File: src/rtl/snake_pkg.sv
// Shared playfield constants and FSM state encodings for the snake game blocks.
package snake_pkg;

  localparam int unsigned CELL_W        = 9;
  localparam int unsigned CELLS_DEFAULT = 480;
  localparam int unsigned SCAN_W        = 10;

  typedef logic [1:0] state_t;

  localparam state_t ST_IDLE  = 2'd0;
  localparam state_t ST_DRAW  = 2'd1;
  localparam state_t ST_QWAIT = 2'd2;
  localparam state_t ST_SCAN  = 2'd3;

endpackage

File: src/rtl/food_spawner.sv
// Turns PRNG draws into a free food cell, falling back to a linear scan after
// MAX_TRIES failed draws so placement always terminates.
module food_spawner
  import snake_pkg::*;
#(
  parameter int unsigned CELLS     = CELLS_DEFAULT,
  parameter int unsigned MAX_TRIES = 8
) (
  input  logic              clk,
  input  logic              rst_n,
  input  logic [CELL_W-1:0] i_rng,
  input  logic              i_req,
  output logic              o_busy,
  output logic              o_done,
  output logic [CELL_W-1:0] o_pos,
  output logic              o_grid_full,
  output logic              o_q_valid,
  output logic [CELL_W-1:0] o_q_idx,
  input  logic              i_q_occ
);

  localparam int unsigned       TRY_W    = $clog2(MAX_TRIES + 1);
  localparam logic [TRY_W-1:0]  TRY_MAX  = TRY_W'(MAX_TRIES);
  localparam logic [SCAN_W-1:0] CELLS_X  = SCAN_W'(CELLS);
  localparam logic [CELL_W-1:0] LAST_IDX = CELL_W'(CELLS - 1);

  state_t              state_q, state_d;
  logic                scan_q, scan_d;
  logic [CELL_W-1:0]   idx_q, idx_d;
  logic [TRY_W-1:0]    tries_q, tries_d;
  logic [SCAN_W-1:0]   scanned_q, scanned_d;
  logic                busy_q, busy_d;
  logic                done_q, done_d;
  logic                full_q, full_d;
  logic                qv_q, qv_d;
  logic [CELL_W-1:0]   qidx_q, qidx_d;
  logic [CELL_W-1:0]   pos_q, pos_d;

  logic                rng_ok;
  logic [TRY_W-1:0]    tries_inc;
  logic [SCAN_W-1:0]   scanned_inc;
  logic [CELL_W-1:0]   idx_wrap;

  always_comb begin
    state_d   = state_q;
    scan_d    = scan_q;
    idx_d     = idx_q;
    tries_d   = tries_q;
    scanned_d = scanned_q;
    pos_d     = pos_q;
    qidx_d    = qidx_q;
    qv_d      = 1'b0;
    done_d    = 1'b0;
    full_d    = 1'b0;

    rng_ok      = ({1'b0, i_rng} < CELLS_X);
    tries_inc   = tries_q + TRY_W'(1);
    scanned_inc = scanned_q + SCAN_W'(1);
    idx_wrap    = (idx_q == LAST_IDX) ? '0 : idx_q + CELL_W'(1);

    case (state_q)
      ST_IDLE: begin
        if (i_req) begin
          tries_d   = '0;
          scanned_d = '0;
          idx_d     = '0;
          scan_d    = 1'b0;
          state_d   = ST_DRAW;
        end
      end
      ST_DRAW: begin
        if (rng_ok) begin
          idx_d   = i_rng;
          qv_d    = 1'b1;
          qidx_d  = i_rng;
          state_d = ST_QWAIT;
        end else begin
          tries_d = tries_inc;
          state_d = (tries_inc == TRY_MAX) ? ST_SCAN : ST_DRAW;
        end
      end
      ST_QWAIT: begin
        // Occupancy of the cell queried on the previous edge is decided here.
        if (!i_q_occ) begin
          pos_d   = idx_q;
          done_d  = 1'b1;
          state_d = ST_IDLE;
        end else if (scan_q) begin
          scanned_d = scanned_inc;
          if (scanned_inc == CELLS_X) begin
            full_d  = 1'b1;
            state_d = ST_IDLE;
          end else begin
            state_d = ST_SCAN;
          end
        end else begin
          tries_d = tries_inc;
          state_d = (tries_inc == TRY_MAX) ? ST_SCAN : ST_DRAW;
        end
      end
      ST_SCAN: begin
        idx_d   = idx_wrap;
        qv_d    = 1'b1;
        qidx_d  = idx_wrap;
        scan_d  = 1'b1;
        state_d = ST_QWAIT;
      end
      default: state_d = ST_IDLE;
    endcase

    busy_d = (state_d != ST_IDLE);
  end

  always_ff @(posedge clk or negedge rst_n) begin
    if (!rst_n) begin
      state_q   <= ST_IDLE;
      scan_q    <= 1'b0;
      idx_q     <= '0;
      tries_q   <= '0;
      scanned_q <= '0;
      busy_q    <= 1'b0;
      done_q    <= 1'b0;
      full_q    <= 1'b0;
      qv_q      <= 1'b0;
      qidx_q    <= '0;
      pos_q     <= '0;
    end else begin
      state_q   <= state_d;
      scan_q    <= scan_d;
      idx_q     <= idx_d;
      tries_q   <= tries_d;
      scanned_q <= scanned_d;
      busy_q    <= busy_d;
      done_q    <= done_d;
      full_q    <= full_d;
      qv_q      <= qv_d;
      qidx_q    <= qidx_d;
      pos_q     <= pos_d;
    end
  end

  assign o_busy      = busy_q;
  assign o_done      = done_q;
  assign o_pos       = pos_q;
  assign o_grid_full = full_q;
  assign o_q_valid   = qv_q;
  assign o_q_idx     = qidx_q;

endmodule

File: config.mk
export PLATFORM = sky130hd
export DESIGN_NAME = food_spawner
export DESIGN_NICKNAME = d
export VERILOG_FILES = /design/src/rtl/snake_pkg.sv /design/src/rtl/food_spawner.sv
export SDC_FILE = /design/constraint.sdc
export NUM_CORES = 1
export LEC_CHECK = 0
export BUFFER_PORTS_ARGS = -buffer_cell sky130_fd_sc_hd__buf_2
export CAP_MARGIN = 20
export CORE_MARGIN = 2
export CORE_UTILIZATION = 50
export DETAILED_ROUTE_END_ITERATION = 8
export GPL_TIMING_DRIVEN = 0
export HOLD_SLACK_MARGIN = 0.06
export PLACE_DENSITY = 0.71
export SYNTH_ARGS = -nofsm -noshare
export SYNTH_HDL_FRONTEND = slang
export SYNTH_SLANG_ARGS = --single-unit
File: constraint.sdc
create_clock -name clk -period 2.5 [get_ports clk]
set_clock_uncertainty 0.2 [all_clocks]
set_input_delay 0.5 -clock clk [delete_from_list [all_inputs] [get_ports clk]]
set_output_delay 0.5 -clock clk [all_outputs]
set_load 0.01 [all_outputs]
==> summary.md <==
| Metric | Value |
|---|---|
| DR vias/cell | 5.60 |
| Clock sink count | 48 |
| Reg2reg start | state_q[1] |
| RSZ-0062 raised after global routing | false |
| Critical Path AT | 2260 ps |
| Cts bufs inserted | 5 |
| Post-route DRC violation count | 0 |
| CTS tree | yes |
| Largest delay contributor family on the critical path | buffers and inverters |
| Num ports | 35 |
| Fillers | 465 |
| Logic gate share of total power | 48.3% |
| Row count | 26 |
| CP Cell Sequence | inv_1 > ha_1 > clkbuf_1 > clkbuf_1 > o22ai_2 > a221oi_2 > nor2_1 |
| Commonest non-fill, non-tap cells in the layout | 48 x dfrtp_1, 36 x buf_2, 27 x nand2_1 |
| Crit. End Element | flip-flop |
| Clock Latency Late Sink | 310 ps |
| Chip width | 76.5 um |
| Slowest-stage cell, CP | clkbuf_1 |
| CP Depth | 7 |
| Synthesized area | 2630 um2 |
| Pre-CTS setup slack | 140 ps |
| CP Class | flip-flop to flip-flop |
| Psw | 1.55 mW |
| Post-DP HPWL | 4070 um |
| Seq/Total Area, Yosys | 45.7% |
| DR iter-0 viols | 177 |
| Status | finished, final reports clean |
| CTS HTree Levels | 2 |
| Reg-to-reg slack, setup | 240 ps |
| Layout cells sized above 1 | 18.9% |
| Fmax achieved | 442 MHz |
| Die height | 76.5 um |
| Peak supply drop | 0.000525 V |
| Post-DRT Antenna Nets | 0 |
| Worst Slack Setup Final | 239 ps |
| Area fraction in and, or, nand and nor cells after synthesis | 20.6% |
| WL/cell | 14.8 um |
| Drt first pass iters | 4 |
| Compound-Gate Fraction of Synth Area | 22.5% |
| Minimum clock period | 2260 ps |
| PortBufs | 34 |
| Reg2Reg Depth | 7 |
| Commonest non-fill, non-tap cell in the layout | dfrtp_1 |
| Core area | 5070 um2 |
| Final Hold Vio Count | 0 |
| Startpoint Class | flip-flop |
| Actual slew at the worst max-slew pin | 670 ps |
| WP data required | 2500 ps |
| Async SR Flop Fraction | 100% |
| Pwr/cell area | 1190 nW/um2 |
| GRT overflow | 0 |
| Reg2reg end | o_q_idx[3] |
| Rel. slew slack | 55.3% |
| First-pass GRT wire length | 9710 um |
| Antenna violations before repair | 0 |
| Clk root buf | clkbuf_8 |
| Adder-cell share of the synthesized area | 3.33% |
| N_diodes | 0 |
| Vias in the first global route | 2094 |
| Mapped Nets | 298 |
| Layout area overhead | 15.8% |
| P_int | 2.07 mW |
| Placer congestion estimate | 0.844 |
| Crit path buf inv count | 3 |
| Nets | 341 |
| Final WL | 5810 um |
| TNS Setup | 0 ps |
| Crit-path max FO | 10 |
| Pin count of the biggest net entering global routing | 49 |
| CP max stage delay | 440 ps |
| Syn Inst Count | 278 |
| Ys Warns | 0 |
| Worst Hold Class | input port to flip-flop |
| Clock network power share | 16.0% |
| Core Util, Final | 60.0% |
| Period utilisation layout | 90.5% |
| Maximum clock path buffer count | 2 |
| Switch share | 42.8% |
| Critical path's most frequent cell | clkbuf_1 |
| Initial Utilization | 51.8% |
| Post-synth EDFFs | 0 |
| Total global routing track utilization | 20.7% |
| Worst hold margin | 258 ps |
| Post-synth top flop | dfrtp_1 |
| Sequential share of power | 35.7% |
| Final max-slew violation count | 0 |
| Setup repair bufs after CTS | 0 |
| Crit path capture | o_q_idx[3] |
| Syn Area/Cell | 9.46 um2 |
| Xor and xnor area share after synthesis | 1.00% |
| Critical path origin | state_q[1] |
| LEAKAGE | 1.36 nW |
| Netlist cell types | 58 |
| Main combinational cell family by area after synthesis | compound AO/OA/AOI/OAI gates |
| Mux cell area share after synthesis | 3.66% |
| Flops & latches, synth | 48 |
| # setup viols final | 0 |
| Via Count | 2195 |
| Die footprint | 5850 um2 |
| Worst-path clk slew | 100 ps |
| Max cap viols | 0 |
==> through the flow <==
stage               instances  power [mW]  area (um2)
finish                    392        3.63        3050
global route              392        3.93        3050
floorplan                 278        2.52        2630
detailed placement        382        3.05        2890
global placement          382        3.01        2890
CTS                       390        3.64        3000
==> how the worst min path moves through the flow <==
stage / slack [ps] / cells past startpoint / end / startpoint
6_report: 260 / 3 / o_q_idx[0] / i_rng[0]
3_3_place_gp: 260 / 2 / o_pos[0] / o_pos[0]
4_1_cts: 220 / 1 / scanned_q[3] / rst_n
5_1_grt: 290 / 3 / idx_q[7] / i_rng[7]
3_5_place_dp: 270 / 2 / o_pos[0] / o_pos[0]
2_1_floorplan: 4 / 0 / idx_q[0] / rst_n
==> cells in the mapped netlist, types with 5 or more instances <==
master | count | area [um2]
nand3_1 | 13 | 65.1
ha_1 | 7 | 87.6
o21ai_1 | 15 | 75.1
clkbuf_1 | 5 | 18.8
nor3_1 | 5 | 25.0
nand2_1 | 27 | 101
a21oi_1 | 16 | 80.1
inv_1 | 11 | 41.3
o21ai_0 | 13 | 65.1
and3_1 | 5 | 31.3
and2_1 | 6 | 37.5
nand2b_1 | 5 | 31.3
dfrtp_1 | 48 | 1200
nor2_1 | 22 | 82.6
==> kinds of logic (layout without fill, tap and decap cells) <==
kind of cell | after synthesis | after routing
AOI/OAI and AO/OA | 86 | 86
xor gates and xnor gates | 3 | 3
adders and majority gates | 7 | 7
buffers and inverters | 20 | 64
DFF | 48 | 48
muxes | 9 | 9
and+or+nand+nor | 105 | 105
==> worst min-delay path: stages <==
cell and delay [ps]:
buf_2 100, a221oi_2 60, nor2_1 80
==> layout make-up <==
type                            instances  area (um2)  area share, %
Buffer                                  8        40.0           1.31
Clock buffer                            5        68.8           2.26
Clock inverter                          3        46.3           1.52
Inverter                               12        45.0           1.48
Multi-Input combinational cell        210        1350           44.3
Sequential cell                        48        1200           39.4
Tap cell                               70        87.6           2.88
Timing Repair Buffer                   36         208           6.82
==> per-layer routing <==
| metal | global-route usage [%] | wire length (um) |
|---|---|---|
| met3 | 4.15 | 204 |
| met1 | 26.3 | 2740 |
| met5 | 0 | 0 |
| met4 | 7.09 | 92 |
| met2 | 35.4 | 2780 |
==> power groups by stage <==
stage	Sequential [mW]	Clock [mW]	Combinational, mW
finish	1.29	0.579	1.75
global route	1.34	0.621	1.96
CTS	1.30	0.600	1.74
detailed placement	1.31	0	1.74
global placement	1.30	0	1.71
floorplan	1.34	0	1.18
==> flip-flops by register name (all words and copies together), names as in the netlist <==
name	count
o_done	1
o_grid_full	1
o_pos	9
o_q_idx	9
scanned_q	10
o_busy	1
o_q_valid	1
idx_q	9
state_q	2
scan_q	1
tries_q	4
==> timing repair <==
item | CTS | global route
gates resized for setup | 0 | 1
hold buffers | 0 | 1
endpoints found under the setup margin | 0 | 6
endpoints found under the hold margin | 0 | 24
(Power assumes the default switching activity.)
